==> config.mk <==
export PLATFORM = sky130hd
export DESIGN_NAME = apb_master_arbiter
export DESIGN_NICKNAME = d
export VERILOG_FILES = /design/src/rtl/apb_master_arbiter.sv
export SDC_FILE = /design/constraint.sdc
export NUM_CORES = 1
export LEC_CHECK = 0
export CORE_ASPECT_RATIO = 0.5
export CORE_MARGIN = 2
export CORE_UTILIZATION = 42
export DETAILED_ROUTE_END_ITERATION = 8
export PLACE_DENSITY = 0.95
export REMOVE_ABC_BUFFERS = 1
export SETUP_SLACK_MARGIN = 0.5
export SLEW_MARGIN = 0
export SYNTH_ARGS = -nofsm -noshare
export SYNTH_HDL_FRONTEND = slang
export SYNTH_SLANG_ARGS = --single-unit
==> constraint.sdc <==
create_clock -name PCLK -period 2.3 [get_ports PCLK]
set_input_delay 0.575 -clock PCLK [delete_from_list [all_inputs] [get_ports PCLK]]
set_output_delay 0.575 -clock PCLK [all_outputs]
set_load 0.05 [all_outputs]
==> src/rtl/apb_master_arbiter.sv <==
// apb_master_arbiter
//   This block lets two requesters share one APB master port. Grants are
//   round-robin. The APB outputs are registered and go through the usual
//   IDLE -> SETUP -> ACCESS sequence.
//
//   Optional feature: APB_ARB_TIMEOUT_EN
//     When this macro is defined, an ACCESS phase that has spent
//     TIMEOUT_CYCLES cycles with PREADY low is abandoned. The requester then
//     gets reqN_done together with reqN_err=1.
//     When the macro is undefined, ACCESS waits for PREADY indefinitely.
//
//   Requester handshake: reqN_valid rises together with the request fields.
//   reqN_write, reqN_addr and reqN_wdata must stay stable while reqN_valid is
//   high, and reqN_valid stays high until reqN_done is seen. reqN_done is a
//   one-cycle pulse. reqN_rdata and reqN_err are valid in that cycle and are
//   held until the next completion for that requester. While reqN_done is high
//   the requester's valid is masked, so a requester that still holds valid in
//   the done cycle is not granted a second time.
//
//   Ports
//     PCLK, PRESETn         clock; asynchronous active-low reset
//     reqN_valid/write/addr/wdata   requester N (N = 0, 1) request
//     reqN_done/rdata/err           requester N completion
//     PSEL PENABLE PWRITE PADDR PWDATA   registered APB master outputs
//     PRDATA PREADY PSLVERR              APB slave response
//     state_dbg             current FSM state (0 IDLE, 1 SETUP, 2 ACCESS)
module apb_master_arbiter #(
    parameter int ADDR_WIDTH     = 32,
    parameter int DATA_WIDTH     = 32,
    parameter int TIMEOUT_CYCLES = 16
) (
    input  logic                  PCLK,
    input  logic                  PRESETn,
    input  logic                  req0_valid,
    input  logic                  req0_write,
    input  logic [ADDR_WIDTH-1:0] req0_addr,
    input  logic [DATA_WIDTH-1:0] req0_wdata,
    output logic                  req0_done,
    output logic [DATA_WIDTH-1:0] req0_rdata,
    output logic                  req0_err,
    input  logic                  req1_valid,
    input  logic                  req1_write,
    input  logic [ADDR_WIDTH-1:0] req1_addr,
    input  logic [DATA_WIDTH-1:0] req1_wdata,
    output logic                  req1_done,
    output logic [DATA_WIDTH-1:0] req1_rdata,
    output logic                  req1_err,
    output logic                  PSEL,
    output logic                  PENABLE,
    output logic                  PWRITE,
    output logic [ADDR_WIDTH-1:0] PADDR,
    output logic [DATA_WIDTH-1:0] PWDATA,
    input  logic [DATA_WIDTH-1:0] PRDATA,
    input  logic                  PREADY,
    input  logic                  PSLVERR,
    output logic [1:0]            state_dbg
);

    typedef enum logic [1:0] {
        IDLE   = 2'd0,
        SETUP  = 2'd1,
        ACCESS = 2'd2
    } state_t;

    if (TIMEOUT_CYCLES < 1) begin : g_timeout_param_check
        $error("apb_master_arbiter: TIMEOUT_CYCLES must be at least 1");
    end

    state_t                state, state_n;
    logic                  grant, grant_n;           // requester owning the current transfer
    logic                  last_grant, last_grant_n; // 1 = requester 1 was granted last
    logic                  psel_n, penable_n, pwrite_n;
    logic [ADDR_WIDTH-1:0] paddr_n;
    logic [DATA_WIDTH-1:0] pwdata_n;
    logic                  done0_n, done1_n, err0_n, err1_n;
    logic [DATA_WIDTH-1:0] rdata0_n, rdata1_n;
    logic                  v0, v1, pick;

`ifdef APB_ARB_TIMEOUT_EN
    localparam int CNT_W = $clog2(TIMEOUT_CYCLES + 1);
    logic [CNT_W-1:0] cnt, cnt_n;
`endif

    // Mask a requester that is still seeing its own done pulse.
    assign v0   = req0_valid & ~req0_done;
    assign v1   = req1_valid & ~req1_done;
    // When both requesters are valid, the one not granted last wins.
    assign pick = (v0 & v1) ? ~last_grant : v1;

    assign state_dbg = state;

    always_comb begin
        state_n      = state;
        grant_n      = grant;
        last_grant_n = last_grant;
        psel_n       = PSEL;
        penable_n    = PENABLE;
        pwrite_n     = PWRITE;
        paddr_n      = PADDR;
        pwdata_n     = PWDATA;
        done0_n      = 1'b0;
        done1_n      = 1'b0;
        rdata0_n     = req0_rdata;
        rdata1_n     = req1_rdata;
        err0_n       = req0_err;
        err1_n       = req1_err;
`ifdef APB_ARB_TIMEOUT_EN
        cnt_n        = cnt;
`endif
        case (state)
            IDLE: begin
                if (v0 | v1) begin
                    grant_n      = pick;
                    last_grant_n = pick;
                    psel_n       = 1'b1;
                    penable_n    = 1'b0;
                    pwrite_n     = pick ? req1_write : req0_write;
                    paddr_n      = pick ? req1_addr  : req0_addr;
                    pwdata_n     = pick ? req1_wdata : req0_wdata;
                    state_n      = SETUP;
                end
            end
            SETUP: begin
                penable_n = 1'b1;
                state_n   = ACCESS;
`ifdef APB_ARB_TIMEOUT_EN
                cnt_n     = '0;
`endif
            end
            ACCESS: begin
                if (PREADY) begin
                    psel_n    = 1'b0;
                    penable_n = 1'b0;
                    state_n   = IDLE;
                    if (grant) begin
                        done1_n = 1'b1;
                        err1_n  = PSLVERR;
                        if (!PWRITE) rdata1_n = PRDATA;
                    end else begin
                        done0_n = 1'b1;
                        err0_n  = PSLVERR;
                        if (!PWRITE) rdata0_n = PRDATA;
                    end
                end
`ifdef APB_ARB_TIMEOUT_EN
                // This cycle is the TIMEOUT_CYCLES-th wait cycle: give up.
                else if (cnt == CNT_W'(TIMEOUT_CYCLES - 1)) begin
                    psel_n    = 1'b0;
                    penable_n = 1'b0;
                    state_n   = IDLE;
                    if (grant) begin
                        done1_n = 1'b1;
                        err1_n  = 1'b1;
                    end else begin
                        done0_n = 1'b1;
                        err0_n  = 1'b1;
                    end
                end else begin
                    cnt_n = cnt + 1'b1;
                end
`endif
            end
            default: begin
                state_n   = IDLE;
                psel_n    = 1'b0;
                penable_n = 1'b0;
            end
        endcase
    end

    always_ff @(posedge PCLK or negedge PRESETn) begin
        if (!PRESETn) begin
            state      <= IDLE;
            grant      <= 1'b0;
            last_grant <= 1'b1;
            PSEL       <= 1'b0;
            PENABLE    <= 1'b0;
            PWRITE     <= 1'b0;
            PADDR      <= '0;
            PWDATA     <= '0;
            req0_done  <= 1'b0;
            req1_done  <= 1'b0;
            req0_rdata <= '0;
            req1_rdata <= '0;
            req0_err   <= 1'b0;
            req1_err   <= 1'b0;
`ifdef APB_ARB_TIMEOUT_EN
            cnt        <= '0;
`endif
        end else begin
            state      <= state_n;
            grant      <= grant_n;
            last_grant <= last_grant_n;
            PSEL       <= psel_n;
            PENABLE    <= penable_n;
            PWRITE     <= pwrite_n;
            PADDR      <= paddr_n;
            PWDATA     <= pwdata_n;
            req0_done  <= done0_n;
            req1_done  <= done1_n;
            req0_rdata <= rdata0_n;
            req1_rdata <= rdata1_n;
            req0_err   <= err0_n;
            req1_err   <= err1_n;
`ifdef APB_ARB_TIMEOUT_EN
            cnt        <= cnt_n;
`endif
        end
    end

endmodule

# After elaboration in Yosys (flattened, before gate mapping)
# Cells that the tools add are included.
# totals
register_bits	139
in_bits	168
out_inout_bits	137
wordCells	54
# op_classes
n_eq_ne	4
n_mux	18
bitwise	10
reduce_logical	8
# ops
operator	n
$mux W32	2
$mux W1	11
$reduce_and A3 Y1	3
$reduce_and A4 Y1	2
$not A1 Y1	6
$pmux W1 S3	2
$pmux W2 S3	1
$mux W2	2
$ne A2 B2 Y1 const B	2
$reduce_and A2 Y1	2
$and A1 B1 Y1	3
$eq A2 B1 Y1 const B	1
$eq A2 B2 Y1 const B	1
$logic_not A2 Y1	1
$or A1 B1 Y1	1

# Logic depth before layout (Yosys ltp)
# depth
word_depth	5
mapped_depth	7
mapped_depth_nobuf	4

# Least setup slack after synthesis
# Ideal clock, no wire load.
# synth_path
path_type	register -> register
startpoint	register, netlist name PENABLE
endpoint	register req0_rdata[0]
setup_ps	125
t_arrival_ps	1721
required_ps	2175
setup_slack_ps	455
path_stages_with_launch	5
path_buffers	1
period_less_slack_ps	1845
cell_sequence	dfrtp_1 > nand2_1 > nor4_4 > buf_6 > mux2_2
# synth_rtl
item	line	text
end signal: assignment	201	req0_rdata <= rdata0_n;
end: declaration	39	output logic [DATA_WIDTH-1:0] req0_rdata,

# Final worst setup path
# layout_path
startpoint	register req1_done
endpoint	output req1_done
# layout_rtl
item	line	text
start: declaration	45	output logic req1_done,
start signal: assignment	200	req1_done <= done1_n;
# No word-level cell between the ends.

==> flow_metrics.env <==
export IMPL_pin_count=305
export IMPL_dieHeight_um=86.4
export IMPL_yosysUniqueCellTypes=25
export IMPL_max_clock_freq_ghz=0.562
export IMPL_postCtsHoldBufs=0
export IMPL_vias=5162
export IMPL_reg2reg_from="state_dbg[0]"
export IMPL_drtAntennaViolNets=0
export IMPL_htree_levels=4
export IMPL_power_total_uw=16100
export IMPL_status="finished, final reports clean"
export IMPL_cp_slowest_cell="clkdlybuf4s15_2"
export IMPL_slew_violations=0
export IMPL_skew_ns=0.0111
export IMPL_clockBufferDepth=2
export IMPL_clockPowerShare_pct=16.8
export IMPL_rows=30
export IMPL_rrSetupSlack_ns=0.65
export IMPL_nets=996
export IMPL_sequentialPowerShare_pct=26.9
export IMPL_r2r_cells=4
export IMPL_finalCritPeriodShare_pct=77.4
export IMPL_r2r_end="req1_rdata[5]"
export IMPL_p_int_uw=8120
export IMPL_cp_num_buf_inv=1
export IMPL_period_minus_slack_ns=1.78
export IMPL_worstPathArrival_ns=1.21
export IMPL_antenna_cells=0
export IMPL_ys_seq_elements=138
export IMPL_start_util_pct=42.6
export IMPL_min_path_type="input pin to async pin"
export IMPL_cp_max_fo=2
export IMPL_gp_congestion=0.820
export IMPL_p_leak_uw=0.00419
export IMPL_syn_to_final_growth_pct=71.8
export IMPL_cts_tree="yes"
export IMPL_grt_setup_unrepaired="yes"
export IMPL_p_sw_share_pct=49.5
export IMPL_clock_root_buffer="clkbuf_16"
export IMPL_first_iter_violations=297
export IMPL_worstPathCellList="clkdlybuf4s15_2"
export IMPL_syn_area_per_cell_um2=11.0
export IMPL_worstPathRequired_ns=1.73
export IMPL_endpoint_kind="primary output"
export IMPL_cp_start_kind="flop"
export IMPL_grt_pass1_vias=5350
export IMPL_grt_max_degree=53
export IMPL_drc_errors=0
export IMPL_tns_ns=0
export IMPL_cts_clk_slew_worst_paths_ns=0.07
export IMPL_netlist_area_um2=5710
export IMPL_crit_type="flop to primary output"
export IMPL_first_pass_iters=5
export IMPL_synth_cells=520
export IMPL_power_density_nw_per_um2=1640
export IMPL_wirelength_um=18000
export IMPL_synth_largest_area_cell="dfrtp_1"
export IMPL_yosysSeqAreaShare_pct=60.5
export IMPL_placedCellCount=980
export IMPL_slew_headroom_pct=71.0
export IMPL_routedWlPerCell_um=17.7
export IMPL_dieArea_um2=14600
export IMPL_yosys_top_cells_area="dfrtp_1 (60%), mux2_2 (13%), nand2_1 (8.7%), a31oi_1 (7.1%), nor2_1 (4.3%)"
export IMPL_stdcell_count=1017
export IMPL_p_switching_uw=7960
export IMPL_cp_top_family="buffers and inverters"
export IMPL_yosysWarnings=0
export IMPL_vias_per_cell=5.08
export IMPL_grt_overflow=0
export IMPL_synth_top_cell_area_share_pct=60.1
export IMPL_design_area_um2=9800
export IMPL_antenna_found_initial=0
export IMPL_cts_sinks=138
export IMPL_cts_buffers=17
export IMPL_ir_worst_vdd_v=0.000687
export IMPL_grtUsageTotal_pct=24.2
export IMPL_pwr_share_comb_pct=56.4
export IMPL_cap_violations=0
export IMPL_dpl_hpwl_um=12600
export IMPL_whs_ns=0.0498
export IMPL_coreArea_um2=13400
export IMPL_grt_pass1_wl_um=27600
export IMPL_setup_viol=0
export IMPL_worst_slew_pin_slew_ns=0.431
export IMPL_final_layout_size_suffix_gt1_share_pct=31.6
export IMPL_portBuffers=304
export IMPL_die_x_um=169
export IMPL_place_area_um2=9000
export IMPL_insertion_delay_ns=0.41
export IMPL_critPathMaxStageDelay_ns=0.41
export IMPL_hold_viol=0
==> cells in the mapped netlist (all sizes together) <==
cell,instances
dfrtp,137
nand2,132
mux2,68
nor2,67
a31oi,65
buf,22
clkbuf,15
nor2b,2
a21o,1
and2,1
dfstp,1
inv,1
mux2i,1
nand2b,1
nand3b,1
nand4b,1
nor3,1
nor4,1
o21a,1
o21ai,1
==> per-stage QoR <==
step | util [%] | setup WS (ns)
floorplan | - | -1.49
global placement | 67.2 | 0.167
detailed placement | 67.2 | 0.123
CTS | 72.7 | 0.388
global route | 73.1 | 0.489
finish | 73.1 | 0.520
==> metal layers <==
layer  global-route usage [%]  part of all wire, %  vias up
met4                     12.1                  3.9        0
met5                        0                    0        -
li1                         -                    -     2383
met1                     27.0                   38     2522
met2                     44.5                   53      204
met3                     5.25                  5.1       53
==> final cells by class <==
cell class / instances / area [um^2]
repair buffers: 325 / 3480
flip-flops and latches: 138 / 3460
clock buffers: 17 / 425
well taps: 176 / 220
fillers: 900 / 3600
inverters: 1 / 3.75
multi-input cells: 345 / 2060
clock inverters: 15 / 158
==> registers in the layout (all words and copies together) (netlist names) <==
signal / count
PADDR: 32
PWDATA: 32
req0_rdata: 32
req1_rdata: 32
PENABLE: 1
PSEL: 1
PWRITE: 1
grant: 1
last_grant: 1
req0_done: 1
req0_err: 1
req1_done: 1
req1_err: 1
state_dbg: 1
==> layout by cell type (no fill, tap or decap), types with 2 or more instances in the layout <==
| cell type | synthesis | final |
|---|---|---|
| clkbuf_16 | 0 | 18 |
| buf_4 | 4 | 13 |
| nand2_2 | 0 | 2 |
| nor2_1 | 66 | 66 |
| mux2_1 | 4 | 4 |
| clkdlybuf4s50_1 | 0 | 165 |
| mux2_2 | 64 | 64 |
| inv_8 | 0 | 4 |
| nand2_1 | 132 | 130 |
| buf_2 | 11 | 2 |
| clkdlybuf4s15_2 | 0 | 132 |
| clkinvlp_4 | 0 | 4 |
| buf_12 | 0 | 9 |
| dfrtp_1 | 137 | 136 |
| a31oi_1 | 65 | 65 |
| inv_6 | 0 | 4 |
| clkinv_4 | 0 | 2 |
==> power groups by stage <==
stage | Sequential [uW] | Combinational, uW | Clock (uW)
after detailed placement | 4340 | 9300 | 0
after floorplan | 8270 | 1850 | 0
final | 4320 | 9060 | 2700
after global placement | 4250 | 9120 | 0
after CTS | 4320 | 9020 | 2730
after global routing | 4470 | 9460 | 2860
==> cells by family (layout without fill, tap and decap cells) <==
group                  count (synthesis)  count (layout)  synth area share [%]
AO/OA/AOI/OAI                         68              69                  7.48
buffers and inverters                 38             358                  3.93
flip-flops                           138             138                  60.5
multiplexers                          69              69                  13.6
AND/OR/NAND/NOR                      207             207                  14.5
==> timing repair <==
| action | CTS | global route |
|---|---|---|
| gates resized for setup | 411 | 12 |
| pin swaps | 0 | 2 |
| endpoints found under the setup margin | 136 | 97 |
| buffers inserted | 0 | 3 |
| endpoints found under the hold margin | 0 | 0 |
| cloned | 0 | 2 |
==> how the worst max path moves through the flow <==
stage	start	to	slack (ns)	cells after the start
5_1_grt	req1_done	req1_done	0.49	1
3_3_place_gp	PREADY	req0_rdata[14]	0.17	5
3_5_place_dp	req1_valid	PWDATA[3]	0.12	6
2_1_floorplan	PENABLE	grant	-1.49	3
4_1_cts	PENABLE	PENABLE	0.39	1
6_report	req1_done	req1_done	0.52	1
No activity file was read; power rests on OpenSTA's default activity.
